$ cat src/rtl/store_buffer_if.sv
// Store buffer bus: the store request side, the data-memory drain side and
// the load forwarding port, bundled so both ends share one declaration.
interface store_buffer_if #(
  parameter int DEPTH = 4,
  parameter int WIDTH = 16
);
  localparam int CW = $clog2(DEPTH) + 1;

  // Store request from the store address ALU stage
  logic             stValid;
  logic [WIDTH-1:0] stAddress;
  logic [WIDTH-1:0] stData;
  logic             stReady;

  // Drain to data memory
  logic             memReq;
  logic [WIDTH-1:0] memAddress;
  logic [WIDTH-1:0] memWriteData;
  logic             memAck;

  // Load forwarding
  logic [WIDTH-1:0] ldAddress;
  logic             ldHit;
  logic [WIDTH-1:0] ldData;

  // Occupancy
  logic [CW-1:0]    count;
  logic             empty;

  // The buffer itself
  modport slave (
    input  stValid, stAddress, stData, memAck, ldAddress,
    output stReady, memReq, memAddress, memWriteData, ldHit, ldData,
           count, empty
  );

  // Whoever drives the buffer (pipeline + memory + load unit)
  modport master (
    output stValid, stAddress, stData, memAck, ldAddress,
    input  stReady, memReq, memAddress, memWriteData, ldHit, ldData,
           count, empty
  );
endinterface

$ cat src/rtl/store_buffer.sv
// In-order store buffer: queues {address, data} stores, drains them to data
// memory over req/ack, and forwards the youngest matching store to loads.
module store_buffer #(
  parameter int DEPTH = 4,
  parameter int WIDTH = 16
) (
  input  logic         clk,
  input  logic         reset,
  store_buffer_if.slave bus
);
  localparam int            PW   = $clog2(DEPTH);
  localparam int            CW   = PW + 1;
  localparam logic [CW-1:0] FULL = CW'(DEPTH);

  logic [WIDTH-1:0] addr_q [DEPTH];
  logic [WIDTH-1:0] data_q [DEPTH];
  logic [DEPTH-1:0] valid_q;
  logic [PW-1:0]    head_q;
  logic [PW-1:0]    tail_q;
  logic [CW-1:0]    count_q;

  logic             empty;
  logic             ready;
  logic             push;
  logic             pop;
  logic             fwd_hit;
  logic [WIDTH-1:0] fwd_data;

  // Readiness ignores a same-cycle pop so the ready path stays off memAck.
  assign empty = (count_q == '0);
  assign ready = (count_q != FULL);
  assign push  = bus.stValid && ready;
  assign pop   = !empty && bus.memAck;

  // -------------------------------------------------------------------------
  // Control state: pointers, valid bits, occupancy
  // -------------------------------------------------------------------------
  // NOTE: sequential state uses non-blocking (<=) so every flop samples the
  // pre-edge values regardless of statement order in the block.
  always_ff @(posedge clk or posedge reset) begin
    if (reset) begin
      head_q  <= '0;
      tail_q  <= '0;
      count_q <= '0;
      valid_q <= '0;
    end else begin
      // push and pop never hit the same slot: equal pointers mean empty or full
      if (push) begin
        valid_q[tail_q] <= 1'b1;
        tail_q          <= tail_q + PW'(1);
      end
      if (pop) begin
        valid_q[head_q] <= 1'b0;
        head_q          <= head_q + PW'(1);
      end
      unique case ({push, pop})
        2'b10:   count_q <= count_q + CW'(1);
        2'b01:   count_q <= count_q - CW'(1);
        default: count_q <= count_q;
      endcase
    end
  end

  // -------------------------------------------------------------------------
  // Entry payload storage
  // -------------------------------------------------------------------------
  // NOTE: the payload array has no reset on purpose; every read is qualified
  // by a valid bit or by empty, so stale contents are never observable.
  always_ff @(posedge clk) begin
    if (push) begin
      addr_q[tail_q] <= bus.stAddress;
      data_q[tail_q] <= bus.stData;
    end
  end

  // -------------------------------------------------------------------------
  // Store-to-load forwarding
  // -------------------------------------------------------------------------
  // Walk entries oldest-to-youngest starting at head, so a later match simply
  // overrides an earlier one and pointer wrap is handled by the modulo add.
  // NOTE: every variable assigned here gets a default first so no path
  // leaves it unassigned and no latch is inferred.
  always_comb begin
    logic [PW-1:0] idx;
    idx      = '0;
    fwd_hit  = 1'b0;
    fwd_data = '0;
    for (int i = 0; i < DEPTH; i++) begin
      idx = head_q + PW'(i);
      if (valid_q[idx] && (addr_q[idx] == bus.ldAddress)) begin
        fwd_hit  = 1'b1;
        fwd_data = data_q[idx];
      end
    end
  end

  // -------------------------------------------------------------------------
  // Outputs
  // -------------------------------------------------------------------------
  assign bus.stReady      = ready;
  assign bus.memReq       = !empty;
  assign bus.memAddress   = empty ? '0 : addr_q[head_q];
  assign bus.memWriteData = empty ? '0 : data_q[head_q];
  assign bus.ldHit        = fwd_hit;
  assign bus.ldData       = fwd_data;
  assign bus.count        = count_q;
  assign bus.empty        = empty;

  // -------------------------------------------------------------------------
  // Structural invariants
  // -------------------------------------------------------------------------
  a_count_bound : assert property (@(posedge clk) disable iff (reset)
    count_q <= FULL);

  a_valid_matches_count : assert property (@(posedge clk) disable iff (reset)
    32'($countones(valid_q)) == 32'(count_q));

  a_no_overwrite : assert property (@(posedge clk) disable iff (reset)
    !(push && valid_q[tail_q]));

endmodule

$ cat src/flat_wrapper.sv
// flat-port wrapper written by rule: the top's interface ports become plain ports
module store_buffer_flat 
#(
  parameter int DEPTH = 4,
  parameter int WIDTH = 16
)
  (clk, reset, bus_stValid, bus_stAddress, bus_stData, bus_memAck, bus_ldAddress, bus_stReady, bus_memReq, bus_memAddress, bus_memWriteData, bus_ldHit, bus_ldData, bus_count, bus_empty);
  store_buffer_if #(.DEPTH(DEPTH), .WIDTH(WIDTH)) bus_i ();
  input  logic clk;
  input  logic reset;
  input wire logic [$bits(bus_i.stValid)-1:0] bus_stValid;
  input wire logic [$bits(bus_i.stAddress)-1:0] bus_stAddress;
  input wire logic [$bits(bus_i.stData)-1:0] bus_stData;
  input wire logic [$bits(bus_i.memAck)-1:0] bus_memAck;
  input wire logic [$bits(bus_i.ldAddress)-1:0] bus_ldAddress;
  output wire logic [$bits(bus_i.stReady)-1:0] bus_stReady;
  output wire logic [$bits(bus_i.memReq)-1:0] bus_memReq;
  output wire logic [$bits(bus_i.memAddress)-1:0] bus_memAddress;
  output wire logic [$bits(bus_i.memWriteData)-1:0] bus_memWriteData;
  output wire logic [$bits(bus_i.ldHit)-1:0] bus_ldHit;
  output wire logic [$bits(bus_i.ldData)-1:0] bus_ldData;
  output wire logic [$bits(bus_i.count)-1:0] bus_count;
  output wire logic [$bits(bus_i.empty)-1:0] bus_empty;
  assign bus_i.stValid = bus_stValid;
  assign bus_i.stAddress = bus_stAddress;
  assign bus_i.stData = bus_stData;
  assign bus_i.memAck = bus_memAck;
  assign bus_i.ldAddress = bus_ldAddress;
  assign bus_stReady = bus_i.stReady;
  assign bus_memReq = bus_i.memReq;
  assign bus_memAddress = bus_i.memAddress;
  assign bus_memWriteData = bus_i.memWriteData;
  assign bus_ldHit = bus_i.ldHit;
  assign bus_ldData = bus_i.ldData;
  assign bus_count = bus_i.count;
  assign bus_empty = bus_i.empty;
  store_buffer #(.DEPTH(DEPTH), .WIDTH(WIDTH)) u_core (.clk(clk), .reset(reset), .bus(bus_i));
endmodule
$ cat config.mk
export PLATFORM = sky130hd
export DESIGN_NAME = store_buffer_flat
export DESIGN_NICKNAME = d
export VERILOG_FILES = /design/src/rtl/store_buffer_if.sv /design/src/rtl/store_buffer.sv /design/src/flat_wrapper.sv
export SDC_FILE = /design/constraint.sdc
export NUM_CORES = 1
export LEC_CHECK = 0
export ABC_AREA = 0
export BUFFER_PORTS_ARGS = -buffer_cell sky130_fd_sc_hd__buf_2
export CAP_MARGIN = 5
export CORE_MARGIN = 1.5
export CORE_UTILIZATION = 35
export DETAILED_ROUTE_END_ITERATION = 8
export PLACE_DENSITY = 0.58
export SETUP_SLACK_MARGIN = 0.02
export SYNTH_ARGS = -nofsm -noshare
export SYNTH_HDL_FRONTEND = slang
export SYNTH_SLANG_ARGS = --single-unit
export TNS_END_PERCENT = 20
$ cat constraint.sdc
create_clock -name clk -period 4.3 [get_ports clk]
set_clock_uncertainty 0.1 [all_clocks]
set_input_delay 0.43 -clock clk [delete_from_list [all_inputs] [get_ports clk]]
set_output_delay 0.43 -clock clk [all_outputs]
set_load 0.1 [all_outputs]
# ---- Word level (Yosys, flattened, before mapping)
# Memories as Yosys holds them, arrays and structs flattened.
# Cells that the tools add are included.
dict set report totals {
  regBits 11
  mem_bits_rw 128
  input_bits 52
  wordCells 67
  n_memories 2
}
# memory words width read_ports rd_ports_with_merged_regs wr line
set mem_list {}
lappend mem_list {u_core.addr_q 4 16 4 0 1 store_buffer.sv:15} ;# logic [WIDTH-1:0] addr_q [DEPTH];
lappend mem_list {u_core.data_q 4 16 4 0 1 store_buffer.sv:16} ;# logic [WIDTH-1:0] data_q [DEPTH];
dict set report op_classes {
  n_addsub 6
  magnitude_cmp 7
  eq_ne 7
  muxes 27
  bitwise 3
  n_reduce_logical 11
}
# op n
set ops {}
lappend ops {{two-way mux 16 bit} 6}
lappend ops {{== test 16 bit} 4}
lappend ops {{less-than comparator 2 x 3 -> 1 bit, second input constant} 5}
lappend ops {{two-way mux 1 bit} 12}
lappend ops {{binary-select mux 1 bit (select 2 bit)} 4}
lappend ops {{logical AND 1 bit} 8}
lappend ops {{two-way mux 4 bit} 2}
lappend ops {{one-hot mux 3 bit (2 select lines)} 1}
lappend ops {{adder 2 x 1 -> 2 bit, second input constant} 2}
lappend ops {{adder 2 bit, second input constant} 2}
lappend ops {{AND 4 bit} 1}
lappend ops {{demux 1 bit (select 2 bit)} 2}
lappend ops {{greater-or-equal comparator 2 x 1 -> 1 bit, second input constant} 2}
lappend ops {{NOT 4 bit} 1}
lappend ops {{OR 4 bit} 1}
lappend ops {{adder 3 x 1 -> 3 bit, second input constant} 1}
lappend ops {{logical NOT 3 bit} 1}
lappend ops {{!= test 3 bit, second input constant} 1}
lappend ops {{subtractor 3 x 1 -> 3 bit, second input constant} 1}
lappend ops {{== test 2 x 1 -> 1 bit, second input constant} 1}
lappend ops {{== test 2 bit, second input constant} 1}
lappend ops {{nonzero test 2 bit} 1}
lappend ops {{logical NOT 1 bit} 1}

# ---- Longest topological paths before layout
dict set report depth {
  word_depth 8
  depth_mapped 18
  ltp_nobuf 10
}

# ---- Worst setup path before layout
# OpenSTA, ideal clock, no wires.
dict set report synth_timing {
  path_type {register -> output}
  from {register u_core.head_q[1]}
  to {output port bus_ldHit}
  arrival_time_ps 4169
  t_required_ps 3770
  slack_ps -399
  stages_incl_launch_ff 19
  cell_sequence {dfrtp_1 > buf_6 > buf_6 > buf_2 > inv_1 > ha_1 > buf_6 > buf_6 > buf_6 > buf_2 > mux4_2 > xnor2_1 > nand4_1 > nor4_2 > nand3_2 > and2_4 > buf_6 > buf_6 > o211ai_1}
}
dict set report synth_between {
  elab_chain_cells 7
  elab_cells_between_ends 24
  classes_between {add/sub: 3; eq/ne: 4; mux: 12; reduce/logical: 4; memory: 1}
}
# item line
set synth_rtl {}
lappend synth_rtl {{start: declaration} store_buffer.sv:18} ;# logic [PW-1:0] head_q;
lappend synth_rtl {{start signal: assignment} store_buffer.sv:54} ;# head_q <= head_q + PW'(1);
lappend synth_rtl {{adder 2 x 1 -> 2 bit (tied with other cells)} store_buffer.sv:89} ;# idx = head_q + PW'(i);
lappend synth_rtl {{memory (4 x 16 bit) (tied with other cells)} n/a}
lappend synth_rtl {{== test 16 bit (tied with other cells)} store_buffer.sv:90} ;# if (valid_q[idx] && (addr_q[idx] == bus.ldAddress)) begin
lappend synth_rtl {{logical AND 1 bit / two-way mux 1 bit (equally long branches)} store_buffer.sv:90}
lappend synth_rtl {{two-way mux 1 bit (2 in series)} store_buffer.sv:90}
lappend synth_rtl {{two-way mux 1 bit (*)} store_buffer.sv:90}
lappend synth_rtl {{end: declaration} flat_wrapper.sv:20} ;# output wire logic [$bits(bus_i.ldHit)-1:0] bus_ldHit;
# Every way passes the cells marked *; elsewhere a longest branch is shown, timed or not. The select of a mux whose other input is x is not followed.

# ---- Worst setup path after layout
dict set report layout_timing {
  from {register u_core.head_q[1]}
  to {output port bus_ldData[4]}
}
dict set report layout_between {
  elab_chain_cells 7
  elab_cells_between_ends 25
  classes_between {add/sub: 3; eq/ne: 4; mux: 12; reduce/logical: 4; memory: 2}
}
# item line
set layout_rtl {}
lappend layout_rtl {{adder 2 x 1 -> 2 bit (tied with other cells)} store_buffer.sv:89}
lappend layout_rtl {{memory (4 x 16 bit) (tied with other cells)} n/a}
lappend layout_rtl {{== test 16 bit (tied with other cells)} store_buffer.sv:90}
lappend layout_rtl {{logical AND 1 bit / two-way mux 16 bit (equally long branches)} store_buffer.sv:90}
lappend layout_rtl {{two-way mux 16 bit (2 in series)} store_buffer.sv:90}
lappend layout_rtl {{two-way mux 16 bit (*)} store_buffer.sv:90}
lappend layout_rtl {{end: declaration} flat_wrapper.sv:21} ;# output wire logic [$bits(bus_i.ldData)-1:0] bus_ldData;
# Marks and branches as above.

==> results.json <==
{
  "status": "completed",
  "areaGrowthSynthToFinish_pct": 21.40,
  "grt_start_max_net_pins": 65,
  "die-height_um": 169.3,
  "post_synthesis_mux_area_share_pct": 30.96,
  "final_net_count": 849,
  "slack_of_the_worst_reg_to_reg_path_ns": 1.59,
  "dp.final_hpwl_mm": 15.26,
  "dominant_combinational_cell_family_by_area_after_synthesis": "multiplexers",
  "reg2reg_to": "u_core.bus.count[2]$_DFFE_PP0P_",
  "cts_buffer_depth": 2,
  "drive_gt1_share_pct": 42.43,
  "endpoint_kind": "primary output",
  "finalHoldViolations": 0,
  "synth_xor_area_share_pct": 5.790,
  "post-route-util_pct": 43.49,
  "clk_transition_reported_paths_ns": 0.06,
  "fmax_mhz": 237.4,
  "synth.yosys.warnings": 0,
  "insertedDiodeCount": 0,
  "worst_skew_pair.late_latency_ns": 0.41,
  "tritoncts": "done",
  "drc_errors": 0,
  "synth-main-ff-cell": "edfxtp_1",
  "critPathKind": "reg -> out",
  "worstPathArrival_ns": 3.68,
  "die_w_um": 169.3,
  "synth.yosys.seq_area_share_pct": 42.55,
  "worst_slew_pin_slew_ns": 1.083,
  "drt_pass1_iterations": 5,
  "grt_setup_unrepaired": "true",
  "synth-async-reset-ratio_pct": 7.914,
  "cts_num_sinks": 139,
  "grt_pass1_wl_mm": 36.42,
  "area_fraction_in_and_or_nand_and_nor_cells_after_synthesis_pct": 6.514,
  "synth_seq_cells": 139,
  "vias": 6451,
  "synth-edff-count": 128,
  "synth_top_area_share_pct": 39.71,
  "min_path_cells": 1,
  "routed-wl-met3_mm": 1.167,
  "ctsRootBufferMaster": "clkbuf_16",
  "via_per_inst": 5.659,
  "dieArea_um2": 28670,
  "finalSetupViolCount": 0,
  "route.detailed.wl_per_inst_um": 21.67,
  "met2_wirelength_mm": 12.26,
  "slew_headroom_pct": 27.82,
  "drt.antenna.violating_nets": 0,
  "wl_mm": 24.71,
  "critPathMaxFanout": 17,
  "worstRegToRegCells": 9,
  "via_count_of_the_first_global_routing_pass": 6240,
  "count_of_port_buffers_added_during_placement": 106,
  "synth_area_leaders": "edfxtp_1 40%, mux4_2 26%, xnor2_1 4.6%, mux2i_1 3.3%, dfrtp_1 2.8%",
  "synth_adder_area_share_pct": 1.370,
  "synth_top_cell_by_area": "edfxtp_1",
  "cap_violations": 0,
  "grt-ovfl-total": 0,
  "synth.cell_area_um2": 9681,
  "post-route-min-period_ns": 4.213,
  "gpl.final_weighted_congestion": 0.7530,
  "avgSynthCellArea_um2": 14.24,
  "wl_met1_mm": 11.02,
  "finalCritPeriodShare_pct": 97.97,
  "min_path_type": "in -> reg",
  "post_synth_inst_count": 680,
  "highest-signal-layer": "met4",
  "timing.critical_path.required_ns": 3.77,
  "r2r_start": "u_core.bus.count[0]$_DFFE_PP0P_",
  "worstSetupStartpointType": "register",
  "standard_cell_core_area_um2": 27030,
  "synth.net_count": 742,
  "yosysUniqueCellTypes": 52,
  "cts.htree.levels": 4,
  "synth-compound-area-share_pct": 6.902,
  "cts_made_buffers": 17,
  "io_pins": 107,
  "fp-row-count": 60,
  "final_number_of_max_transition_violations": 0,
  "globalRouteTotalUtil_pct": 17.04,
  "min_to": "u_core.addr_q[1][2]$_DFFE_PP_",
  "hold_path_startpoint": "bus_stAddress[2]",
  "grt_antenna_before_repair": 0,
  "drt-initial-drc-count": 504,
  "floorplan.initialDensity_pct": 35.82
}
-- layer usage --
| metal | track usage (%) | vias up |
|---|---|---|
| met5 | 0 | - |
| met4 | 4.425 | 0 |
| met3 | 3.242 | 20 |
| met2 | 28.66 | 220 |
| met1 | 22.66 | 3303 |
| li1 | - | 2908 |
-- cell families (layout without fill, tap and decap cells) --
family	Yosys count	after routing
flops	139	139
buf+inv	108	227
simple gates	120	120
fa+ha+maj	10	10
mux	156	156
xor+xnor	64	64
compound gates	83	83
-- worst max-delay path, stage by stage, from the launching register on --
cell and delay, ns:
dfrtp_4 0.48, inv_6 0.06, ha_4 0.36, mux4_2 0.54
xnor2_1 0.26, nand4_1 0.24, nor4_4 0.37, and2_4 0.21
buf_12 0.16, o41ai_2 0.09, a22o_1 0.29, buf_12 0.18
-- layout by cell type, fill, tap and decap left out, drive strengths merged, types with 4 or more instances in the layout --
master,Yosys,routed
xor2,13,13
dfrtp,11,11
and3,10,10
clkinvlp,0,4
or2,16,16
a21oi,7,7
o41ai,16,16
mux2,11,11
nand2,18,18
edfxtp,128,128
a31oi,4,4
a22o,17,17
o211ai,5,5
clkbuf,20,21
xnor2,51,51
ha,9,9
clkinv,1,5
o21ai,21,21
mux4,113,113
inv,47,50
mux2i,32,32
a2bb2oi,4,4
nand4,9,9
nand3,21,21
nor2,32,32
nor3,4,4
buf,40,142
-- per-stage QoR --
step	setup slack, ns	instances	TNS, ns	cell area [um^2]	hold WS, ns
final	0.08734	1140	0	11750	0.1239
after floorplan	-0.06260	680	-0.3771	9752	0.1824
after detailed placement	0.3528	1083	0	10710	0.3654
after global placement	0.3173	1083	0	10710	0.3677
after global routing	-0.02900	1140	-0.1489	11750	0.1106
after CTS	0.02223	1122	0	11430	0.1019
-- state kept, by name, indices dropped and copies added, names as in the netlist --
name              cells
u_core.data_q        64
u_core.tail_q         2
u_core.addr_q        64
u_core.head_q         2
u_core.valid_q        4
u_core.bus.count      3
-- Yosys cell counts (3+ instances only) --
library cell,instances
xnor2_1,51
nand2_1,18
o41ai_1,7
ha_1,9
nand4_1,9
buf_2,15
and3_1,10
clkbuf_1,20
o211ai_1,5
mux2_2,9
a2bb2oi_1,4
or2_1,9
buf_4,5
inv_1,47
edfxtp_1,128
a21oi_1,7
or2_0,5
buf_6,13
o41ai_2,9
a22o_1,17
o21ai_0,21
dfrtp_1,11
buf_1,5
nor2_1,32
a31oi_1,4
mux2i_1,32
nand3_1,20
xor2_1,13
mux4_2,111
nor3_1,3
-- how the worst max path moves through the flow --
| stage | startpoint | endpoint | slack (ns) | depth (start not counted) |
|---|---|---|---|---|
| global route | u_core.head_q[1]$_DFFE_PP0N_ | bus_ldData[4] | -0.03 | 12 |
| floorplan | u_core.head_q[1]$_DFFE_PP0N_ | bus_ldHit | -0.06 | 18 |
| detailed placement | u_core.head_q[0]$_DFFE_PP0N_ | bus_ldData[1] | 0.35 | 11 |
| global placement | u_core.head_q[0]$_DFFE_PP0N_ | bus_ldData[13] | 0.32 | 10 |
| CTS | u_core.head_q[0]$_DFFE_PP0N_ | bus_ldData[1] | 0.02 | 11 |
| finish | u_core.head_q[1]$_DFFE_PP0N_ | bus_ldData[4] | 0.09 | 11 |
-- area by class of cell --
cell class,instances,area (um^2)
fill,2505,15270
multi-input combinational,433,5117
tap,341,426.7
inverter,48,190.2
sequential,139,4126
timing repair buffer,148,1319
clock inverter,13,143.9
clock buffer,18,429.2
-- repair_timing --
| item | 4_1_cts | 5_1_grt |
|---|---|---|
| hold endpoints to repair | 11 | 0 |
| hold buffers | 1 | 0 |
| buffers inserted | 5 | 15 |
| cloned | 2 | 3 |
| pin swaps | 2 | 19 |
| endpoints found under the setup margin | 16 | 17 |
| gates resized for setup | 3 | 26 |
Power is not shown: default switching activity piles up to over one toggle a cycle in this logic, so the estimate is an artifact.
